`src/rtl/fwd_hazard_unit.sv`:
```
// Forwarding and hazard unit: shadows destination info of in-flight instructions and
// drives EX operand bypass selects plus load-use / multicycle-EX stall, bubble and hold.
module fwd_hazard_unit #(
  parameter int unsigned REG_ADDR_W = 5,
  parameter int unsigned FWD_DEPTH  = 2,
  parameter int unsigned MUL_LAT    = 3
) (
  input  logic                           clk,
  input  logic                           reset,
  input  logic                           id_valid,
  input  logic [REG_ADDR_W-1:0]          id_rs1,
  input  logic [REG_ADDR_W-1:0]          id_rs2,
  input  logic                           id_use_rs1,
  input  logic                           id_use_rs2,
  input  logic [REG_ADDR_W-1:0]          id_rd,
  input  logic                           id_reg_write,
  input  logic                           id_mem_read,
  input  logic                           id_multi,
  input  logic                           ex_flush,
  output logic [$clog2(FWD_DEPTH+1)-1:0] fwd_sel_a,
  output logic [$clog2(FWD_DEPTH+1)-1:0] fwd_sel_b,
  output logic                           stall_if_id,
  output logic                           flush_id_ex,
  output logic                           ex_hold
);
  localparam int unsigned SEL_W = $clog2(FWD_DEPTH + 1);
  localparam int unsigned CNT_W = (MUL_LAT > 1) ? $clog2(MUL_LAT) : 1;

  typedef struct packed {
    logic                  valid;
    logic [REG_ADDR_W-1:0] rs1;
    logic [REG_ADDR_W-1:0] rs2;
    logic                  use1;
    logic                  use2;
    logic [REG_ADDR_W-1:0] rd;
    logic                  we;
    logic                  mr;
    logic                  multi;
  } idex_t;

  typedef struct packed {
    logic                  valid;
    logic [REG_ADDR_W-1:0] rd;
    logic                  we;
    logic                  mr;
  } stage_t;

  idex_t            idex_q, idex_d;
  stage_t           pipe_q [1:FWD_DEPTH];
  stage_t           pipe_d [1:FWD_DEPTH];
  logic [CNT_W-1:0] busy_cnt_q, busy_cnt_d;
  logic             out_en_q, out_en_d;

  logic [SEL_W-1:0] fwd_a, fwd_b;
  logic             lu, hold, flush_eff, live;

  function automatic logic src_hit(input stage_t s, input logic [REG_ADDR_W-1:0] r,
                                   input logic use_r);
    return use_r && s.valid && s.we && (s.rd != '0) && (s.rd == r);
  endfunction

  // First match in ascending stage order keeps the youngest producer.
  always_comb begin
    fwd_a = '0;
    fwd_b = '0;
    if (idex_q.valid) begin
      for (int unsigned k = 1; k <= FWD_DEPTH; k++) begin
        if (fwd_a == '0 && src_hit(pipe_q[k], idex_q.rs1, idex_q.use1)) fwd_a = SEL_W'(k);
        if (fwd_b == '0 && src_hit(pipe_q[k], idex_q.rs2, idex_q.use2)) fwd_b = SEL_W'(k);
      end
    end
  end

  // out_en_q keeps every control quiet in the first cycle after reset release,
  // so a stray flush there must not alter the shadow state either.
  always_comb begin
    live      = !reset && out_en_q;
    flush_eff = ex_flush && out_en_q;
    hold      = idex_q.valid && idex_q.multi && (busy_cnt_q != '0);
    lu        = id_valid && idex_q.valid && idex_q.mr && idex_q.we && (idex_q.rd != '0) &&
                ((id_use_rs1 && id_rs1 == idex_q.rd) || (id_use_rs2 && id_rs2 == idex_q.rd));

    fwd_sel_a   = live ? fwd_a : '0;
    fwd_sel_b   = live ? fwd_b : '0;
    stall_if_id = live && (lu || hold) && !flush_eff;
    flush_id_ex = live && (lu || flush_eff) && !hold;
    ex_hold     = live && hold;
  end

  always_comb begin
    idex_d          = idex_q;
    busy_cnt_d      = (busy_cnt_q != '0) ? busy_cnt_q - CNT_W'(1) : busy_cnt_q;
    out_en_d        = 1'b1;
    pipe_d[1].valid = idex_q.valid;
    pipe_d[1].rd    = idex_q.rd;
    pipe_d[1].we    = idex_q.we;
    pipe_d[1].mr    = idex_q.mr;
    for (int unsigned k = 2; k <= FWD_DEPTH; k++) pipe_d[k] = pipe_q[k-1];

    if (hold) begin
      pipe_d[1] = '0;
    end else if (flush_eff || lu) begin
      idex_d = '0;
    end else begin
      idex_d.valid = id_valid;
      idex_d.rs1   = id_rs1;
      idex_d.rs2   = id_rs2;
      idex_d.use1  = id_use_rs1;
      idex_d.use2  = id_use_rs2;
      idex_d.rd    = id_rd;
      idex_d.we    = id_reg_write;
      idex_d.mr    = id_mem_read;
      idex_d.multi = id_multi;
      if (id_valid && id_multi) busy_cnt_d = CNT_W'(MUL_LAT - 1);
    end
  end

  always_ff @(posedge clk) begin
    if (reset) begin
      idex_q     <= '0;
      pipe_q     <= '{default: '0};
      busy_cnt_q <= '0;
      out_en_q   <= 1'b0;
    end else begin
      idex_q     <= idex_d;
      pipe_q     <= pipe_d;
      busy_cnt_q <= busy_cnt_d;
      out_en_q   <= out_en_d;
    end
  end

  a_no_flush_in_hold: assert property (@(posedge clk) disable iff (reset)
    !(ex_flush && hold));
  a_no_load_fwd_stage1: assert property (@(posedge clk) disable iff (reset)
    !(pipe_q[1].mr && (fwd_a == SEL_W'(1) || fwd_b == SEL_W'(1))));

endmodule

```
`config.mk`:
```
export PLATFORM = sky130hd
export DESIGN_NAME = fwd_hazard_unit
export DESIGN_NICKNAME = d
export VERILOG_FILES = /design/src/rtl/fwd_hazard_unit.sv
export SDC_FILE = /design/constraint.sdc
export NUM_CORES = 1
export LEC_CHECK = 0
export CAP_MARGIN = 20
export CELL_PAD_IN_SITES_DETAIL_PLACEMENT = 1
export CELL_PAD_IN_SITES_GLOBAL_PLACEMENT = 2
export CORE_MARGIN = 2
export CORE_UTILIZATION = 32
export DETAILED_ROUTE_END_ITERATION = 16
export GPL_TIMING_DRIVEN = 0
export PLACE_DENSITY = 0.9
export RECOVER_POWER = 50
export SLEW_MARGIN = 10
export SYNTH_ARGS = -nofsm -noshare
export SYNTH_HDL_FRONTEND = slang
export SYNTH_SLANG_ARGS = --single-unit
export TNS_END_PERCENT = 50
```
`constraint.sdc`:
```
create_clock -name clk -period 2.45 [get_ports clk]
set_clock_uncertainty 0.1 [all_clocks]
set_input_delay 0.735 -clock clk [delete_from_list [all_inputs] [get_ports clk]]
set_output_delay 0.735 -clock clk [all_outputs]
set_load 0.005 [all_outputs]
```
[Yosys cells after proc, flatten, opt, wreduce, memory -nomap -nowiden]
Cells that the tools add are included.
Word-level totals
  register bits after elaboration: 38
  bits of input ports: 24
  word-level logic and storage cells: 88
Operators by class
  $add $sub $neg: 1
  equality and inequality tests: 6
  multiplexer cells: 16
  reductions and logical operators: 48
Operators by type and width (number)
  1-bit logical AND: 35
  5-bit equality test: 6
  2-bit 2-to-1 mux: 12
  21-bit 2-to-1 mux: 1
  5-bit nonzero test: 3
  2-bit logical NOT: 2
  1-bit logical NOT: 3
  1-bit logical OR: 3
  1-bit 2-to-1 mux: 3
  2-bit nonzero test: 1
  2-bit OR reduction: 1
  2-bit by 1-bit subtractor with 2-bit output, second input constant: 1

[Logic depth before layout (Yosys ltp)]
  depth in word-level cells: 11
  gate-level depth with buffers: 6
  gate-level depth less buffers: 4

[Worst setup path after synthesis]
Ideal clock, no wire load.
  kind: input to output
  start point: input port id_rs2[0]
  end point: output port flush_id_ex
  arrival: 1568 ps
  required time: 1615 ps
  path slack: 47 ps
  cell stages on the path: 4
  buffers on the path: 0
  cell sequence: xnor2_1 > nand4_1 > o22a_1 > o41ai_1
On the way
  longest elaborated chain between the ends: 7
RTL lines
  start, declared: line 12  | input logic [REG_ADDR_W-1:0] id_rs2,
  5-bit equality test: line 81  | ((id_use_rs1 && id_rs1 == idex_q.rd) || (id_use_rs2 && id_rs2 == idex_q.rd));
  1-bit logical AND: line 81
  1-bit logical OR: line 81
  1-bit logical AND: line 80  | lu = id_valid && idex_q.valid && idex_q.mr && idex_q.we && (idex_q.rd != '0) &&
  1-bit logical OR: line 86  | flush_id_ex = live && (lu || flush_eff) && !hold;
  1-bit logical AND (2 in series): line 86
  end, declared: line 23  | output logic flush_id_ex,
No other way between the ends.

[Final worst setup path]
  start point: register pipe_q, in the netlist pipe_d[3]
  end point: output port fwd_sel_a[0]
On the way
  longest elaborated chain between the ends: 10
  elaborated cells on any way between the ends: 11
RTL lines
  start, declared: line 49  | stage_t pipe_q [1:FWD_DEPTH];
  start signal, assigned: line 126  | pipe_q <= pipe_d;
  5-bit nonzero test: line 59  | return use_r && s.valid && s.we && (s.rd != '0) && (s.rd == r);
  1-bit logical AND: line 59
  1-bit logical AND *: line 59
  1-bit 2-to-1 mux *: line 68  | if (fwd_a == '0 && src_hit(pipe_q[k], idex_q.rs1, idex_q.use1)) fwd_a = SEL_W'(k);
  2-bit 2-to-1 mux *: line 66  | if (idex_q.valid) begin
  2-bit logical NOT: line 68
  1-bit logical AND: line 68
  2-bit 2-to-1 mux *: line 68
  2-bit 2-to-1 mux *: line 66
  2-bit 2-to-1 mux *: line 83  | fwd_sel_a = live ? fwd_a : '0;
  end, declared: line 20  | output logic [$clog2(FWD_DEPTH+1)-1:0] fwd_sel_a,
Mark *: on every way between the ends. The rest lies on a longest branch, timed or not. The select of a mux whose other input is x is not followed.

==> Implementation_results.wiki <==
{| class="wikitable"
! Metric !! Value
|-
| Setup TNS || -927.9 ps
|-
| Layout overhead on the synthesized area || 43.00%
|-
| Final critical path time including I/O delays and setup || 2629 ps
|-
| Count leader, synth || dfxtp_1
|-
| Power share of the sequential group || 0.424
|-
| Global-route usage over all layers || 0.1947
|-
| #FFs+latches synth || 38
|-
| Count of warnings emitted by yosys || 0
|-
| Share of the core filled with cells || 0.4708
|-
| Total congestion overflow || 0
|-
| Inserted Clock Buffers || 5
|-
| P_sw || around 470 uW
|-
| Root Buffer || clkbuf_8
|-
| Total placed instance area || 2344 um^2
|-
| Count of flip-flops with a built-in enable after synthesis || 0
|-
| Global-route wire length before repair || 9804 um
|-
| WL/cell || around 18 um
|-
| Worst min path class || register to register
|-
| CTS tree || built
|-
| Final number of setup-violating endpoints || 6
|-
| Internal power || between 1000 and 1500 uW
|-
| Initial Util || 0.3292
|-
| Port Buffers || 30
|-
| Routed met2 length || 3278 um
|-
| Pin count of the biggest net entering global routing || 13
|-
| Post-route cell area || 2788 um^2
|-
| Final routed DRC violation total || 0
|-
| Smallest setup slack after layout || -179.3 ps
|-
| Ratio of cells with drive above 1 in the final layout || 0.3993
|-
| Final-report max-slew violation count || 0
|-
| Avg Synthesized Cell Area || 9.239 um^2
|-
| Combined flip-flop and latch cell area || 778.2 um^2
|-
| Prevailing post-synth register cell || dfxtp_1
|-
| Dominant cells by area after synthesis || dfxtp_1 (39%), xnor2_1 (9.9%), a32oi_1 (9.0%), o21ai_2 (8.1%), nand2_1 (5.4%)
|-
| Vias per cell || ~5.4
|-
| Least-Margin Pin Slew || about 550 ps
|-
| Site row count || 28
|-
| Arrival time of data at the critical path endpoint || between 1500 and 2000 ps
|-
| Post-synth cell types || 39
|-
| Routed WL || 6312 um
|-
| Critical Path Sink Type || output pin
|-
| Total power density per cell area || 633.2 nW/um^2
|-
| Total nets after synthesis || between 200 and 250
|-
| Most area-hungry cell type in the Yosys netlist || dfxtp_1
|-
| Number of routed nets with antenna violations || 0
|-
| Largest stage delay on the critical path || 540 ps
|-
| Max-Slew Margin vs Limit || 0.6325
|-
| Final Wtd Congestion || 0.8051
|-
| DR top layer || met4
|-
| Worst skew pair latency || 300 ps
|-
| Wire length the detailed router placed on met1 || 2732 um
|-
| Slowest stage cell on the critical path || or4_4
|-
| Via count of the first global-routing pass || 1,924
|-
| Count of filler cells inserted in the layout || 682
|-
| Power share of the combinational group || 0.199
|-
| Nets || 296
|-
| HPWL Detailed || 4131 um
|-
| Required time reported for the critical path endpoint || 1620 ps
|-
| H-tree level count || 2
|-
| Die Y || roughly 82 um
|-
| Critical-path cell list || or4_4 > o211ai_4 > buf_4 > buf_6 > nor4_2 > buf_2
|-
| Proportion of synthesized chip area in sequential cells || 0.3902
|-
| Area share of the leading cell type in the synthesized netlist || 0.3902
|-
| Clk pwr share || 0.377
|-
| Maxcap violations || 0
|-
| Detailed-routed wire length on met3 || 220 um
|-
| Violated checks || setup timing
|-
| Type of the setup path with the least slack || register to output pin
|-
| Switching share of power || 0.2642
|-
| Chip Width || 82.05 um
|-
| Top Ports || 31
|-
| Initial antenna violation count || 0
|-
| Post-synthesis cell count || 211
|-
| Core ar. || 5921 um^2
|-
| Setup repair after global routing missed its margin || true
|-
| Vias post-DR || 1,892
|-
| Async set-reset flop share out of synthesis || 0
|-
| Hold violation count in the final report || 0
|-
| Hold buffer count at cts || 0
|-
| Largest fanout on the critical path || 4
|-
| Multi-input combinational cell area || 1236 um^2
|-
| Overall die area || 6732 um^2
|-
| Maximum operating frequency || approximately 380 MHz
|-
| Register clock-pin slew on the reported worst setup and hold paths || 80 ps
|-
| Starting DRT DRC Count || ~110
|-
| Worst-case clock buffer depth || 2
|-
| TritonRoute pass-1 iters || 4
|-
| VDD IR max || 0.0005448 V
|-
| Critical Path Start Type || register
|-
| Cell types with the highest counts after synthesis || dfxtp_1 (38), nand2_1 (28), xnor2_1 (22)
|-
| Synthesized cell area || 1949 um^2
|-
| Placement Setup Slack || -1119 ps
|-
| Run status || finished, violations left
|-
| Final antenna diode count || 0
|-
| Final critical-path share of the clock period || 1.073
|-
| Leakage power total || ~0.0011 uW
|-
| Clock net sink count || 38
|}
==> power by group through the flow <==
| stage | logic [uW] | clock network (uW) | registers [uW] |
|---|---|---|---|
| 6_report | 351 | 665 | 749 |
| 5_1_grt | 382 | 689 | 756 |
| 4_1_cts | 314 | 669 | 746 |
| 3_5_place_dp | 274 | 0 | 756 |
| 3_3_place_gp | 264 | 0 | 754 |
| 2_1_floorplan | 184 | 0 | 732 |
==> critical path, delay by kind of cell, from the launching register on <==
kind | cells | cell delay [ps]
compound gates | 1 | 240
simple gates | 2 | 570
flops | 1 | 330
buf+inv | 3 | 360
==> area by class of cell <==
type                            count  area share
Clock inverter                      2     0.02154
Clock buffer                        6     0.02962
Buffer                             13     0.03187
Sequential cell                    38      0.2792
Multi-Input combinational cell    159      0.4434
Timing Repair Buffer               54      0.1593
Inverter                            1    0.001347
Tap cell                           75     0.03366
==> through the flow <==
step                      hold WS, ps  std cells  total power, uW
final                           383.6        348             1765
after global placement          344.2        316             1017
after detailed placement        356.0        316             1030
after global routing            418.0        348             1827
after CTS                       382.5        341             1729
after floorplan                 332.3        211            916.2
==> cell usage in the layout, fill, tap and decap left out, types with 3 or more instances in the layout <==
master            n
buf_4            24
clkbuf_1          3
dfxtp_4           3
dfxtp_2           5
buf_6             9
o21ai_2          18
nor2b_1           7
nor2_1            4
xor2_1            8
xnor2_1          16
and3_1            6
dfxtp_1          30
nand2_1          26
o21ai_1           6
a32oi_1          20
xnor2_2           5
nor3_1            3
clkdlybuf4s50_1   7
clkbuf_8          7
buf_2            15
dlygate4sd2_1     3
nand4_1           5
nand3_1           3
==> kinds of logic (layout without fill, tap and decap cells) <==
kind of cell           count (synthesis)  after routing  synth area share
AO/OA/AOI/OAI                         58             58            0.2458
AND/OR/NAND/NOR                       71             71            0.1887
buffers and inverters                 14             76           0.04043
flip-flops                            38             38            0.3902
XOR/XNOR                              30             30            0.1348
==> final timing paths <==
path,slack (ps),cells after the start,to,start
worst max-delay path,-180,6,fwd_sel_a[0],pipe_d[3]
worst min-delay path,380,2,idex_q[1],idex_q[1]
worst max register to register,140,11,idex_q[10],idex_q[5]
worst min register to register,380,2,idex_q[1],idex_q[1]
==> per-layer routing <==
| metal | GRT usage | vias to the layer above |
|---|---|---|
| met5 | 0 | - |
| met4 | 0.06000 | 0 |
| met3 | 0.02637 | 7 |
| met2 | 0.3593 | 42 |
| met1 | 0.2314 | 934 |
| li1 | - | 909 |
==> state kept, by name (all words and copies together) (netlist names) <==
| signal | flops |
|---|---|
| idex_q | 21 |
| pipe_d | 7 |
| pipe_q | 7 |
| busy_cnt_q | 2 |
| out_en_q | 1 |
==> what timing repair did <==
action / CTS / global route
endpoints found under the setup margin: 7 / 26
pin swaps: 27 / 16
resized for setup: 110 / 25
buffers inserted: 17 / 8
Power figures use the tool's default switching activity.
